**config.mk**
```make
export PLATFORM = sky130hd
export DESIGN_NAME = eeprom_save_ctrl
export DESIGN_NICKNAME = d
export VERILOG_FILES = /design/src/rtl/eeprom_save_ctrl.sv
export SDC_FILE = /design/constraint.sdc
export NUM_CORES = 1
export LEC_CHECK = 0
export BUFFER_PORTS_ARGS = -buffer_cell sky130_fd_sc_hd__clkbuf_2
export CORE_UTILIZATION = 53
export CTS_CLUSTER_DIAMETER = 60
export CTS_CLUSTER_SIZE = 30
export DETAILED_ROUTE_END_ITERATION = 8
export GPL_TIMING_DRIVEN = 0
export PLACE_DENSITY = 0.91
export SKIP_CTS_REPAIR_TIMING = 1
export SLEW_MARGIN = 20
export SYNTH_ARGS = -nofsm -noshare
export SYNTH_HDL_FRONTEND = slang
export SYNTH_SLANG_ARGS = --single-unit
```
**constraint.sdc**
```tcl
create_clock -name clk -period 3.4 [get_ports clk]
set_input_delay 0 -clock clk [delete_from_list [all_inputs] [get_ports clk]]
set_output_delay 0 -clock clk [all_outputs]
set_load 0.05 [all_outputs]
```
**src/rtl/eeprom_save_ctrl.sv**
```systemverilog
// Backing-RAM owner for the emulated serial EEPROM: arbitrates the 8 KiB RAM between the protocol
// engine and the host SD block port, loads the whole image and saves dirty sectors back.
// Optional build macro EEPROM_AUTOSAVE_EN adds an idle-timeout automatic save.
module eeprom_save_ctrl #(
  parameter int          SECTORS        = 16,
  parameter logic [23:0] AUTOSAVE_DELAY = 24'd4000000
) (
  input  logic        clk,
  input  logic        reset,
  input  logic [12:0] eep_addr,
  input  logic        eep_re,
  input  logic        eep_we,
  input  logic [7:0]  eep_wdata,
  output logic        eep_ready,
  output logic [7:0]  eep_rdata,
  output logic [12:0] mem_addr,
  output logic        mem_we,
  output logic [7:0]  mem_wdata,
  input  logic [7:0]  mem_rdata,
  input  logic        load_req,
  input  logic        save_req,
  output logic [3:0]  sd_lba,
  output logic        sd_rd,
  output logic        sd_wr,
  input  logic        sd_ack,
  input  logic [8:0]  sd_buff_addr,
  input  logic [7:0]  sd_buff_dout,
  input  logic        sd_buff_wr,
  output logic [7:0]  sd_buff_din,
  output logic        busy,
  output logic        loaded
);

  typedef enum logic [2:0] {
    S_IDLE,
    S_LOAD_REQ,
    S_LOAD_XFER,
    S_LOAD_NEXT,
    S_SAVE_SCAN,
    S_SAVE_REQ,
    S_SAVE_XFER
  } state_t;

  localparam logic [3:0] LAST_SECTOR = 4'(SECTORS - 1);

  state_t             state_q, state_d;
  logic [3:0]         sector_q, sector_d;
  logic [SECTORS-1:0] dirty_q, dirty_d;
  logic               loaded_q, loaded_d;
  logic               load_pend_q, load_pend_d;
  logic               save_pend_q, save_pend_d;
  logic               rd_pend_q;
  logic               host_rd_q;
  logic [7:0]         eep_rdata_q;
  logic [7:0]         din_q;

  logic               load_seq;
  logic               host_wr;
  logic               host_rd;
  logic               eng_ok;
  logic               wr_acc;
  logic               rd_acc;
  logic               save_trig;
  logic               scan_hit;
  logic [3:0]         scan_idx;

  // Engine handshake: eep_re/eep_we are held until eep_ready=1; the strobe is consumed in that
  // cycle (write takes priority if both are high) and read data is on eep_rdata the cycle after.
  assign load_seq = (state_q == S_LOAD_REQ) || (state_q == S_LOAD_XFER) ||
                    (state_q == S_LOAD_NEXT);
  assign host_wr  = (state_q == S_LOAD_XFER) && sd_buff_wr;
  assign host_rd  = (state_q == S_SAVE_XFER) && sd_ack;
  assign eng_ok   = !load_seq && !host_rd;
  assign wr_acc   = eep_we && eng_ok;
  assign rd_acc   = eep_re && !eep_we && eng_ok && (state_q != S_SAVE_XFER);
  assign eep_ready = wr_acc || rd_acc;

`ifdef EEPROM_AUTOSAVE_EN
  logic [23:0] idle_cnt_q, idle_cnt_d;
  logic        auto_req;

  // Counts idle cycles with unsaved data; any accepted write restarts the wait.
  always_comb begin
    idle_cnt_d = idle_cnt_q;
    auto_req   = 1'b0;
    if (wr_acc) begin
      idle_cnt_d = '0;
    end else if ((state_q == S_IDLE) && (|dirty_q)) begin
      if (idle_cnt_q == AUTOSAVE_DELAY - 24'd1) begin
        auto_req   = 1'b1;
        idle_cnt_d = '0;
      end else begin
        idle_cnt_d = idle_cnt_q + 24'd1;
      end
    end
  end

  always_ff @(posedge clk or posedge reset) begin
    if (reset) begin
      idle_cnt_q <= '0;
    end else begin
      idle_cnt_q <= idle_cnt_d;
    end
  end

  assign save_trig = save_req || auto_req;
`else
  logic unused_autosave_delay;
  assign unused_autosave_delay = ^AUTOSAVE_DELAY;
  assign save_trig = save_req;
`endif

  always_comb begin
    scan_hit = 1'b0;
    scan_idx = '0;
    for (int i = SECTORS - 1; i >= 0; i--) begin
      if (dirty_q[i]) begin
        scan_hit = 1'b1;
        scan_idx = 4'(i);
      end
    end
  end

  always_comb begin
    state_d     = state_q;
    sector_d    = sector_q;
    dirty_d     = dirty_q;
    loaded_d    = loaded_q;
    load_pend_d = load_pend_q;
    save_pend_d = save_pend_q;

    if (state_q != S_IDLE) begin
      if (load_req)  load_pend_d = 1'b1;
      if (save_trig) save_pend_d = 1'b1;
    end

    case (state_q)
      S_IDLE: begin
        if (load_req || load_pend_q) begin
          state_d     = S_LOAD_REQ;
          sector_d    = '0;
          load_pend_d = 1'b0;
          if (save_trig) save_pend_d = 1'b1;
        end else if (save_trig || save_pend_q) begin
          state_d     = S_SAVE_SCAN;
          save_pend_d = 1'b0;
        end
      end
      S_LOAD_REQ: begin
        if (sd_ack) state_d = S_LOAD_XFER;
      end
      S_LOAD_XFER: begin
        if (!sd_ack) state_d = S_LOAD_NEXT;
      end
      S_LOAD_NEXT: begin
        if (sector_q == LAST_SECTOR) begin
          sector_d = '0;
          dirty_d  = '0;
          loaded_d = 1'b1;
          state_d  = S_IDLE;
        end else begin
          sector_d = sector_q + 4'd1;
          state_d  = S_LOAD_REQ;
        end
      end
      S_SAVE_SCAN: begin
        if (scan_hit) begin
          sector_d = scan_idx;
          state_d  = S_SAVE_REQ;
        end else begin
          state_d  = S_IDLE;
        end
      end
      S_SAVE_REQ: begin
        if (sd_ack) begin
          dirty_d[sector_q] = 1'b0;
          state_d           = S_SAVE_XFER;
        end
      end
      S_SAVE_XFER: begin
        if (!sd_ack) state_d = S_SAVE_SCAN;
      end
      default: state_d = S_IDLE;
    endcase

    // Applied last so a write landing on the sector being cleared keeps it dirty.
    if (wr_acc) dirty_d[eep_addr[12:9]] = 1'b1;
  end

  always_comb begin
    mem_addr  = '0;
    mem_we    = 1'b0;
    mem_wdata = '0;
    if (host_wr) begin
      mem_addr  = {sector_q, sd_buff_addr};
      mem_we    = 1'b1;
      mem_wdata = sd_buff_dout;
    end else if (host_rd) begin
      mem_addr  = {sector_q, sd_buff_addr};
    end else if (wr_acc) begin
      mem_addr  = eep_addr;
      mem_we    = 1'b1;
      mem_wdata = eep_wdata;
    end else if (rd_acc) begin
      mem_addr  = eep_addr;
    end
  end

  always_ff @(posedge clk or posedge reset) begin
    if (reset) begin
      state_q     <= S_IDLE;
      sector_q    <= '0;
      dirty_q     <= '0;
      loaded_q    <= 1'b0;
      load_pend_q <= 1'b0;
      save_pend_q <= 1'b0;
      rd_pend_q   <= 1'b0;
      host_rd_q   <= 1'b0;
      eep_rdata_q <= '0;
      din_q       <= '0;
    end else begin
      state_q     <= state_d;
      sector_q    <= sector_d;
      dirty_q     <= dirty_d;
      loaded_q    <= loaded_d;
      load_pend_q <= load_pend_d;
      save_pend_q <= save_pend_d;
      rd_pend_q   <= rd_acc;
      host_rd_q   <= host_rd;
      if (rd_pend_q) eep_rdata_q <= mem_rdata;
      if (host_rd_q) din_q <= mem_rdata;
    end
  end

  // RAM data arrives one cycle after the address, so it is forwarded live and then held.
  assign eep_rdata   = rd_pend_q ? mem_rdata : eep_rdata_q;
  assign sd_buff_din = host_rd_q ? mem_rdata : din_q;
  assign sd_lba      = sector_q;
  assign sd_rd       = (state_q == S_LOAD_REQ);
  assign sd_wr       = (state_q == S_SAVE_REQ);
  assign busy        = (state_q != S_IDLE);
  assign loaded      = loaded_q;

endmodule

```
=== Yosys cells after proc, flatten, opt, wreduce, memory -nomap -nowiden ===
Cells that the tools add are included.

* Bits in registers: 44
* Bits of input ports: 54
* Word-level logic and storage cells: 131

* $add $sub $neg: 1
* $lt $le $gt $ge: 4
* Eq/ne operators: 15
* Multiplexer cells: 75
* Bitwise operators: 3
* Reduce and logical (&&, ||, !) cells: 23

{| class="wikitable"
|+ Operators with widths
! operator !! number
|-
| 4-bit 2-to-1 mux || 19
|-
| 13-bit 2-to-1 mux || 4
|-
| 16-bit 2-to-1 mux || 3
|-
| 8-bit 2-to-1 mux || 5
|-
| 1-bit 2-to-1 mux || 32
|-
| 16-bit case mux with 2 select lines || 1
|-
| 3-bit 2-to-1 mux || 7
|-
| 3-bit case mux with 7 select lines || 1
|-
| 16-bit AND || 1
|-
| 16-bit NOT || 1
|-
| 16-bit bitwise OR || 1
|-
| 4-bit case mux with 3 select lines || 1
|-
| 4-bit by 5-bit less-than comparator with 1-bit output, second input constant || 2
|-
| 3-bit equality test, second input constant || 3
|-
| 1-bit logical AND || 9
|-
| 1-bit demux with 4-bit select || 2
|-
| 4-bit by 1-bit greater-or-equal comparator with 1-bit output, second input constant || 2
|-
| 2-bit != test, second input constant || 4
|-
| 3-bit by 2-bit equality test with 1-bit output, second input constant || 2
|-
| 3-bit != test, second input constant || 2
|-
| 3-bit nonzero test || 2
|-
| 1-bit logical OR || 5
|-
| 5-bit AND reduction || 1
|-
| 4-bit by 1-bit adder with 4-bit output, second input constant || 1
|-
| other kinds (7) || 10
|}

=== Depth between registers and ports, before layout ===
Gate-level depths: netlist of run 1.

* Depth in word-level cells: 18
* Mapped depth: 7
* Gate-level depth less buffers: 6

=== Worst setup path before layout of run 1 ===
Ideal clock, no wire load.

* Path kind: flip-flop to flip-flop
* From: register sector_q[0], in the netlist sd_lba[0]
* To: register dirty_q[14]
* Arrival time: 1.886 ns
* Required time: 3.278 ns
* Slack: 1.392 ns
* Cell stages (with the launch flop): 8
* Buffers on the path: 1
* Cell sequence: dfrtp_1 -> ha_1 -> nand3_1 -> nor3_1 -> o21a_1 -> clkbuf_2 -> o21ai_0 -> a32o_1

* Cells in the longest elaborated chain, start to end: 10
* Elaborated cells on any way between the ends: 13
* Classes of those cells: order compare (2); eq/ne (1); mux (6); bitwise (3); reduce/logical (1)

{| class="wikitable"
|+ RTL lines
! what !! line !! source
|-
| start: declaration || 47 || <nowiki>logic [3:0] sector_q, sector_d;</nowiki>
|-
| start signal: assignment || 223 || <nowiki>sector_q <= sector_d;</nowiki>
|-
| 4-bit by 5-bit less-than comparator with 1-bit output (not written as such) / 4-bit by 1-bit greater-or-equal comparator with 1-bit output (equally long branches) || 176 || <nowiki>dirty_d[sector_q] = 1'b0;</nowiki>
|-
| 1-bit logical AND (not written as such) || 176 ||
|-
| 1-bit 2-to-1 mux (not written as such) || 176 ||
|-
| 1-bit demux with 4-bit select || 176 ||
|-
| 16-bit NOT (no source line) || n/a ||
|-
| 16-bit AND (no source line) || n/a ||
|-
| 16-bit 2-to-1 mux || 175 || <nowiki>if (sd_ack) begin</nowiki>
|-
| 16-bit case mux with 2 select lines * || 137 || <nowiki>case (state_q)</nowiki>
|-
| 16-bit bitwise OR (no source line) || n/a ||
|-
| 16-bit 2-to-1 mux * || 187 || <nowiki>if (wr_acc) dirty_d[eep_addr[12:9]] = 1'b1;</nowiki>
|-
| named net dirty_d[14] || 48 || <nowiki>logic [SECTORS-1:0] dirty_q, dirty_d;</nowiki>
|-
| end signal: assignment || 224 || <nowiki>dirty_q <= dirty_d;</nowiki>
|-
| end: declaration || 48 ||
|}

Mark *: on every way through the listed nets, which the timed path passes. The rest lies on a longest branch.
A chain may end at the register's enable or synchronous reset.

=== Final worst setup path of run 1 ===
* From: register state_q[2]
* To: output mem_addr[11]

* Cells in the longest elaborated chain, start to end: 11
* Elaborated cells on any way between the ends: 19
* Classes of those cells: eq/ne (5); mux (4); reduce/logical (10)

{| class="wikitable"
|+ RTL lines
! what !! line !! source
|-
| start: declaration || 46 || <nowiki>state_t state_q, state_d;</nowiki>
|-
| start signal: assignment || 222 || <nowiki>state_q <= state_d;</nowiki>
|-
| 3-bit by 1-bit equality test with 1-bit output / 3-bit by 2-bit equality test with 1-bit output (equally long branches) || 69, 71 ||
|-
| 1-bit logical OR (2 in series) || 69 || <nowiki>assign load_seq = (state_q == S_LOAD_REQ) || (state_q == S_LOAD_XFER) ||</nowiki>
|-
| 1-bit logical NOT || 73 || <nowiki>assign eng_ok = !load_seq && !host_rd;</nowiki>
|-
| 1-bit logical AND || 73 ||
|-
| 1-bit logical AND (2 in series) || 75 || <nowiki>assign rd_acc = eep_re && !eep_we && eng_ok && (state_q != S_SAVE_XFER);</nowiki>
|-
| 13-bit 2-to-1 mux || 204 || <nowiki>end else if (rd_acc) begin</nowiki>
|-
| 13-bit 2-to-1 mux || 200 || <nowiki>end else if (wr_acc) begin</nowiki>
|-
| 13-bit 2-to-1 mux || 198 || <nowiki>end else if (host_rd) begin</nowiki>
|-
| 13-bit 2-to-1 mux * || 194 || <nowiki>if (host_wr) begin</nowiki>
|-
| end: declaration || 16 || <nowiki>output logic [12:0] mem_addr,</nowiki>
|}

Every way passes the cells marked *; elsewhere a longest branch is shown, timed or not.

==> results.toml, run 1 <==
[timing]
period_needed_ps = 2171
fin_crit_sh = 0.6385
drv_slew = 0
hold_ws_ps = -16.07
max_freq_ghz = 0.4606
relSlewSlack = 0.5188
worst_pin_slew_ps = 720.2
setup_tns_ps = 0
final_hold_viol_count = 1
rsz0062_at_grt = "false"
setup_viol = 0
clock_skew_ps = 11.75

[routing]
dr.pass1.iters = 5
drt-total-wl_um = 7143
drt-wirelength-per-cell_um = 15.53
drc = 0
ant_nets = 0
vias = 2646
drt_first_iter_violations = 144
viasPerCell = 5.752

[grt]
grt_overflow = 0
antenna_found_initial = 0
grt_util_all_layers = 0.2768
grt_pass1_wl_um = 11170
grt_max_degree = 31
grt_pass1_vias = 2495

[pwr]
pwr-share-seq = 0.268
p_sw_frac = 0.5437
powerDensity_nw_per_um2 = 1066
intPower_mw = 1.684
power_frac_comb = 0.621
clock_power_share = 0.111
p_leak_nw = 1.696
ir_drop_v = 0.0005632
p_switching_mw = 2.007

[floorplan]
io-pin-count = 101
start_util = 0.5558
die_h_um = 72.61
num_rows = 25
core_area_um2 = 4755
die_w_um = 72.61
die-area_um2 = 5272

[synthesis]
synthTopCellsByCount = "dfrtp_1, a22o_1, nor2_1, o21ai_0"
synth_top_flop_cell = "dfrtp_1"
synthMostInstantiatedCell = "dfrtp_1"
synth_cells = 275
yosysWarnings = 0
ys_seq_elements = 44
synth-edff-count = 0
syn_avg_cell_area_um2 = 9.609
ys_async_sr_fraction = 1.000
synth_area_leaders = "dfrtp_1, a22o_1, mux2_2"
synth_top_area_cell = "dfrtp_1"
ys_types = 52
synth_nets = 333
synth_top_area_share = 0.4167
yosysSeqAreaShare = 0.4167
syn_area_um2 = 2643

[worst_setup_path]
crit_chain = "buf_2, nand2_1, a21oi_1, buf_2, a22o_1, clkbuf_2"
cp_slowest_cell = "dfrtp_1"
critPathMostFrequentCell = "buf_2"
required_ps = 3400
reg2reg_depth = 7
rrSetupSlack_ps = 1350
cp-startpoint = "state_q[2]"
critPathBufInv = 3
critPathMaxFanout = 10
critPathTopFamily = "buffers and inverters"
end_kind = "output port"
slowest_delay_ps = 470
arrival_ps = 2170
r2r_start = "sd_lba[0]"
critical_path.endpoint = "mem_addr[11]"
crit_cells = 6
start_kind = "register"
crit_type = "reg2out"
rr_endpoint = "dirty_q[14]"

[cts]
cts_tree = "done"
cts.path.max_buffers = 2
numCtsBuffers = 5
cts_root_buffer = "clkbuf_8"
clock_sinks = 44
clkTransAtPathRegs_ps = 90
htree_levels = 2
clock_latency_ps = 310

[worst_hold_path]
hold_path.class = "in2reg"

[finish]
regArea_um2 = 1101
syn_to_final_growth_pct = 31.01
nets = 450
fill_cells = 361
drive_above_1_share = 0.3740
antenna_cells = 0
multiInputGateArea_um2 = 1401

[run_status]
status = "finished, violations left"
violations = "hold timing"

[run]
maxCapViolations = 0

[placement]
port-buffer-count = 98
dp_hpwl_um = 5385
gp_congestion = 0.8639
## area by class of cell
type                            count  area share
Buffer                             15     0.02638
Clock buffer                        5     0.01988
Clock inverter                      3     0.01337
Inverter                           13     0.01409
Tap cell                           67     0.02421
Multi-Input combinational cell    203      0.4048
Timing Repair Buffer              110      0.1793
Sequential cell                    44      0.3180
## per-layer routing
layer / vias up / track usage / share of wire
li1: 1253 / - / -
met1: 1208 / 0.3342 / 0.40
met2: 165 / 0.4849 / 0.49
met3: 20 / 0.05939 / 0.087
met4: 0 / 0.1046 / 0.022
met5: - / 0 / 0
## worst min-delay path by stage
stage,cells after the start,from,slack [ps],endpoint
after floorplan,2,load_req,150,load_pend_q
after global placement,3,load_req,260,load_pend_q
after detailed placement,2,reset,-20,dirty_q[8]
after CTS,2,reset,-350,sd_lba[1]
after global routing,3,save_req,9,save_pend_q
final,3,save_req,-20,save_pend_q
## cells by family after synthesis
logic type / synth area share
compound gates: 0.2325
fa+ha+maj: 0.01894
simple gates: 0.2107
buf+inv: 0.05302
mux: 0.06818
flops: 0.4167
## power groups by stage
stage	sequential [mW]	clock [mW]	combinational [mW]
global route	1.02	0.434	2.44
detailed placement	0.993	0	2.26
CTS	0.983	0.414	2.27
floorplan	1.01	0	1.73
global placement	0.982	0	2.22
finish	0.989	0.411	2.29
## worst register-to-register path, delay by kind of cell (launching register included)
family / cells / cell delay [ps]
buffers and inverters: 1 / 220
AO/OA/AOI/OAI: 3 / 540
AND/OR/NAND/NOR: 2 / 330
flip-flops: 1 / 520
adder cells (fa/ha/maj): 1 / 340
## state kept, by name (all words and copies together), names as in the netlist
signal,count
din_q,8
dirty_q,16
eep_rdata_q,8
host_rd_q,1
load_pend_q,1
loaded,1
rd_pend_q,1
save_pend_q,1
sd_lba,4
state_q,3
## per-stage QoR
step           power (mW)  worst slack, ps  instance area (µm²)  std cells    util
2_1_floorplan       2.738             1392                 2643        275       -
3_3_place_gp        3.199             1479                 3217        440  0.6766
3_5_place_dp        3.255             1417                 3237        441  0.6808
4_1_cts             3.666             1212                 3352        449  0.7050
5_1_grt             3.891             1058                 3462        460  0.7282
6_report            3.691             1229                 3462        460  0.7282
## cell usage in the layout (no fill, tap or decap), types with 2 or more instances in the layout
cell type / count
or2_2: 2
nand2_1: 11
inv_1: 11
o22ai_1: 3
ha_1: 4
clkbuf_2: 99
buf_2: 4
a22o_1: 30
clkbuf_8: 6
clkbuf_1: 6
nor2b_1: 6
dfrtp_1: 44
o21ai_0: 22
or2b_2: 2
buf_6: 2
inv_2: 2
a21oi_1: 16
nand4b_1: 2
dlygate4sd3_1: 11
nand2b_1: 7
and3_1: 4
a32o_1: 3
nand4_1: 2
nor3_1: 10
and3b_1: 2
nand3_1: 4
nor2_1: 30
a21o_1: 2
mux2_2: 16
nor4_4: 3
Power figures use the tool's default switching activity.
==> run 2: changes to the inputs <==
--- a/config.mk
+++ b/config.mk
@@ -5,13 +5,14 @@
 export SDC_FILE = /design/constraint.sdc
 export NUM_CORES = 1
 export LEC_CHECK = 0
+export ABC_AREA = 1
 export BUFFER_PORTS_ARGS = -buffer_cell sky130_fd_sc_hd__clkbuf_2
-export CORE_UTILIZATION = 53
+export CORE_UTILIZATION = 45
 export CTS_CLUSTER_DIAMETER = 60
 export CTS_CLUSTER_SIZE = 30
 export DETAILED_ROUTE_END_ITERATION = 8
 export GPL_TIMING_DRIVEN = 0
-export PLACE_DENSITY = 0.91
+export PLACE_DENSITY = 0.82
 export SKIP_CTS_REPAIR_TIMING = 1
 export SLEW_MARGIN = 20
 export SYNTH_ARGS = -nofsm -noshare
==> constraint.sdc (replaced) <==
create_clock -name clk -period 1.8 [get_ports clk]
set_input_delay 0 -clock clk [delete_from_list [all_inputs] [get_ports clk]]
set_output_delay 0 -clock clk [all_outputs]
set_load 0.05 [all_outputs]
==> run 2 against run 1 <==
The run ends with setup timing left. Synthesized area up 3.8%. Clock power up 94%. Worst setup slack worse by 1300 ps. Worst hold slack better by 67 ps. Critical endpoint is now mem_addr[3]. Largest power group unchanged. Highest routed layer unchanged.
==> results.toml, run 2 <==
[timing]
setup_viol = 19
drv_slew = 0
relSlewSlack = 0.6766
hold_ws_ps = 50.93
worst_slack_ps = -86.20
period_needed_ps = 1886
final_hold_viol_count = 0
max_freq_ghz = 0.5302
clock_skew_ps = 8.145
fin_crit_sh = 1.048
setup_tns_ps = -518.2
rsz0062_at_grt = "true"
worst_pin_slew_ps = 485.2

[finish]
fill_cells = 459
layout_commonest_cell = "clkbuf_2"
layoutNonFillerInstCount = 532
largestRegisters = "dirty_q: 16 flops, din_q: 8 flops, eep_rdata_q: 8 flops"
antenna_cells = 0
largest_reg_flops = 16
nets = 514
syn_to_final_growth_pct = 41.61
final_cell_mix = "clkbuf_2, inv_1, nand2_1"
max_flop_register = "dirty_q"
finish.utilization = 0.6599
drive_above_1_share = 0.4376

[synthesis]
syn_avg_cell_area_um2 = 8.413
synth_nets = 384
synth_top_area_share = 0.4015
synth-edff-count = 0
synth_area_leaders = "dfrtp_1, inv_1, mux2_2"
synthMostInstantiatedCell = "inv_1"
syn_area_um2 = 2743
synth_cells = 326
ys_types = 35
synthTopCellsByCount = "inv_1, dfrtp_1, nand2_1, o21ai_0, nor2_1"
yosysWarnings = 0
ys_seq_elements = 44
synth_top_area_cell = "dfrtp_1"
synth_top_flop_cell = "dfrtp_1"
ys_async_sr_fraction = 1.000
yosysSeqAreaShare = 0.4015

[routing]
dr.pass1.iters = 6
ant_nets = 0
vias = 2825
drc = 0
drt_first_iter_violations = 114
drt-total-wl_um = 7676
viasPerCell = 5.310
drt-wirelength-per-cell_um = 14.43

[worst_setup_path]
start_kind = "register"
crit_chain = "inv_2, nor2_4, nand2_4, nand3_2, a21oi_4, buf_6, nand3_1, o21ai_2, buf_6"
critPathMostFrequentCell = "buf_6"
cp_slowest_cell = "dfrtp_1"
required_ps = 1800
critPathMaxFanout = 5
arrival_ps = 1890
crit_type = "reg2out"
end_kind = "output port"
slowest_delay_ps = 420

[grt]
antenna_found_initial = 0
grt_pass1_vias = 2563
grt_util_all_layers = 0.2269
grt_overflow = 0
grt_max_degree = 26
grt_pass1_wl_um = 11270

[placement]
gp_congestion = 0.9783
dp_hpwl_um = 5383
port-buffer-count = 98
post-place-cells = 500

[cts]
cts_root_buffer = "clkbuf_8"
numCtsBuffers = 5
htree_levels = 2
cts_tree = "done"
cts.path.max_buffers = 2
clock_latency_ps = 300
clkTransAtPathRegs_ps = 90
clock_sinks = 44

[floorplan]
num_rows = 28
die_w_um = 80.07
die-area_um2 = 6411
start_util = 0.4660
core_area_um2 = 5886
io-pin-count = 101
die_h_um = 80.07

[pwr]
finalPower_mw = 7.348
powerDensity_nw_per_um2 = 1892
clock_power_share = 0.109
p_switching_mw = 3.969
power_frac_comb = 0.664
p_leak_nw = 1.971
pwr-share-seq = 0.227
ir_drop_v = 0.001312
intPower_mw = 3.379
p_sw_frac = 0.5402

[run_status]
status = "finished, violations left"
violations = "setup timing"

[worst_hold_path]
hold_path.class = "in2reg"

[run]
maxCapViolations = 0
-- run 2: area by class of cell --
class / count / area, µm² / area share
Buffer: 11 / 87.58 / 0.02255
Clock buffer: 6 / 82.58 / 0.02126
Clock inverter: 2 / 38.79 / 0.009987
Inverter: 58 / 220.2 / 0.05670
Multi-Input combinational cell: 213 / 1395 / 0.3592
Sequential cell: 44 / 1106 / 0.2848
Tap cell: 75 / 93.84 / 0.02416
Timing Repair Buffer: 123 / 859.6 / 0.2213
-- run 2: worst paths after layout --
path                       slack (ps)          from  cells past startpoint          end
max                               -90    state_q[1]                      9  mem_addr[3]
min                                50  eep_addr[12]                      3   dirty_q[8]
max reg2reg                       100    state_q[2]                      6   dirty_q[9]
min reg2reg                       490        loaded                      1       loaded
max in group asynchronous        1060         reset                      4    sd_lba[0]
min in group asynchronous         250         reset                      3  dirty_q[12]
-- run 2: stage by stage --
stage | cell area [µm²] | setup WS, ps
floorplan | 2745 | -353.8
global placement | 3329 | 100.9
detailed placement | 3357 | 50.06
CTS | 3478 | -284.8
global route | 3884 | -158.8
finish | 3884 | -86.20
-- run 2: per-layer routing --
layer	track usage	vias to the layer above	routed length (µm)
met5	0	-	0
li1	-	1344	-
met4	0.08036	0	124
met2	0.4034	152	3930
met1	0.2716	1314	3033
met3	0.04318	15	587
-- run 2: worst max-delay path: cells and delay by family (launching register included) --
| kind | cells | cell delay, ps |
|---|---|---|
| buffers and inverters | 3 | 450 |
| DFF | 1 | 420 |
| and+or+nand+nor | 4 | 400 |
| AOI/OAI and AO/OA | 2 | 320 |
-- run 2: kinds of logic after synthesis --
| logic type | share of synthesized area |
|---|---|
| adder cells (fa/ha/maj) | 0.01825 |
| AO/OA/AOI/OAI | 0.2067 |
| flip-flops | 0.4015 |
| AND/OR/NAND/NOR | 0.1957 |
| buffers and inverters | 0.1122 |
| multiplexers | 0.06569 |
-- run 2: power groups by stage --
stage	logic [mW]	clock network, mW	registers (mW)
floorplan	3.33	0	1.72
global placement	4.23	0	1.64
detailed placement	4.33	0	1.66
CTS	4.35	0.805	1.64
global route	5.21	0.834	1.71
finish	4.88	0.799	1.67
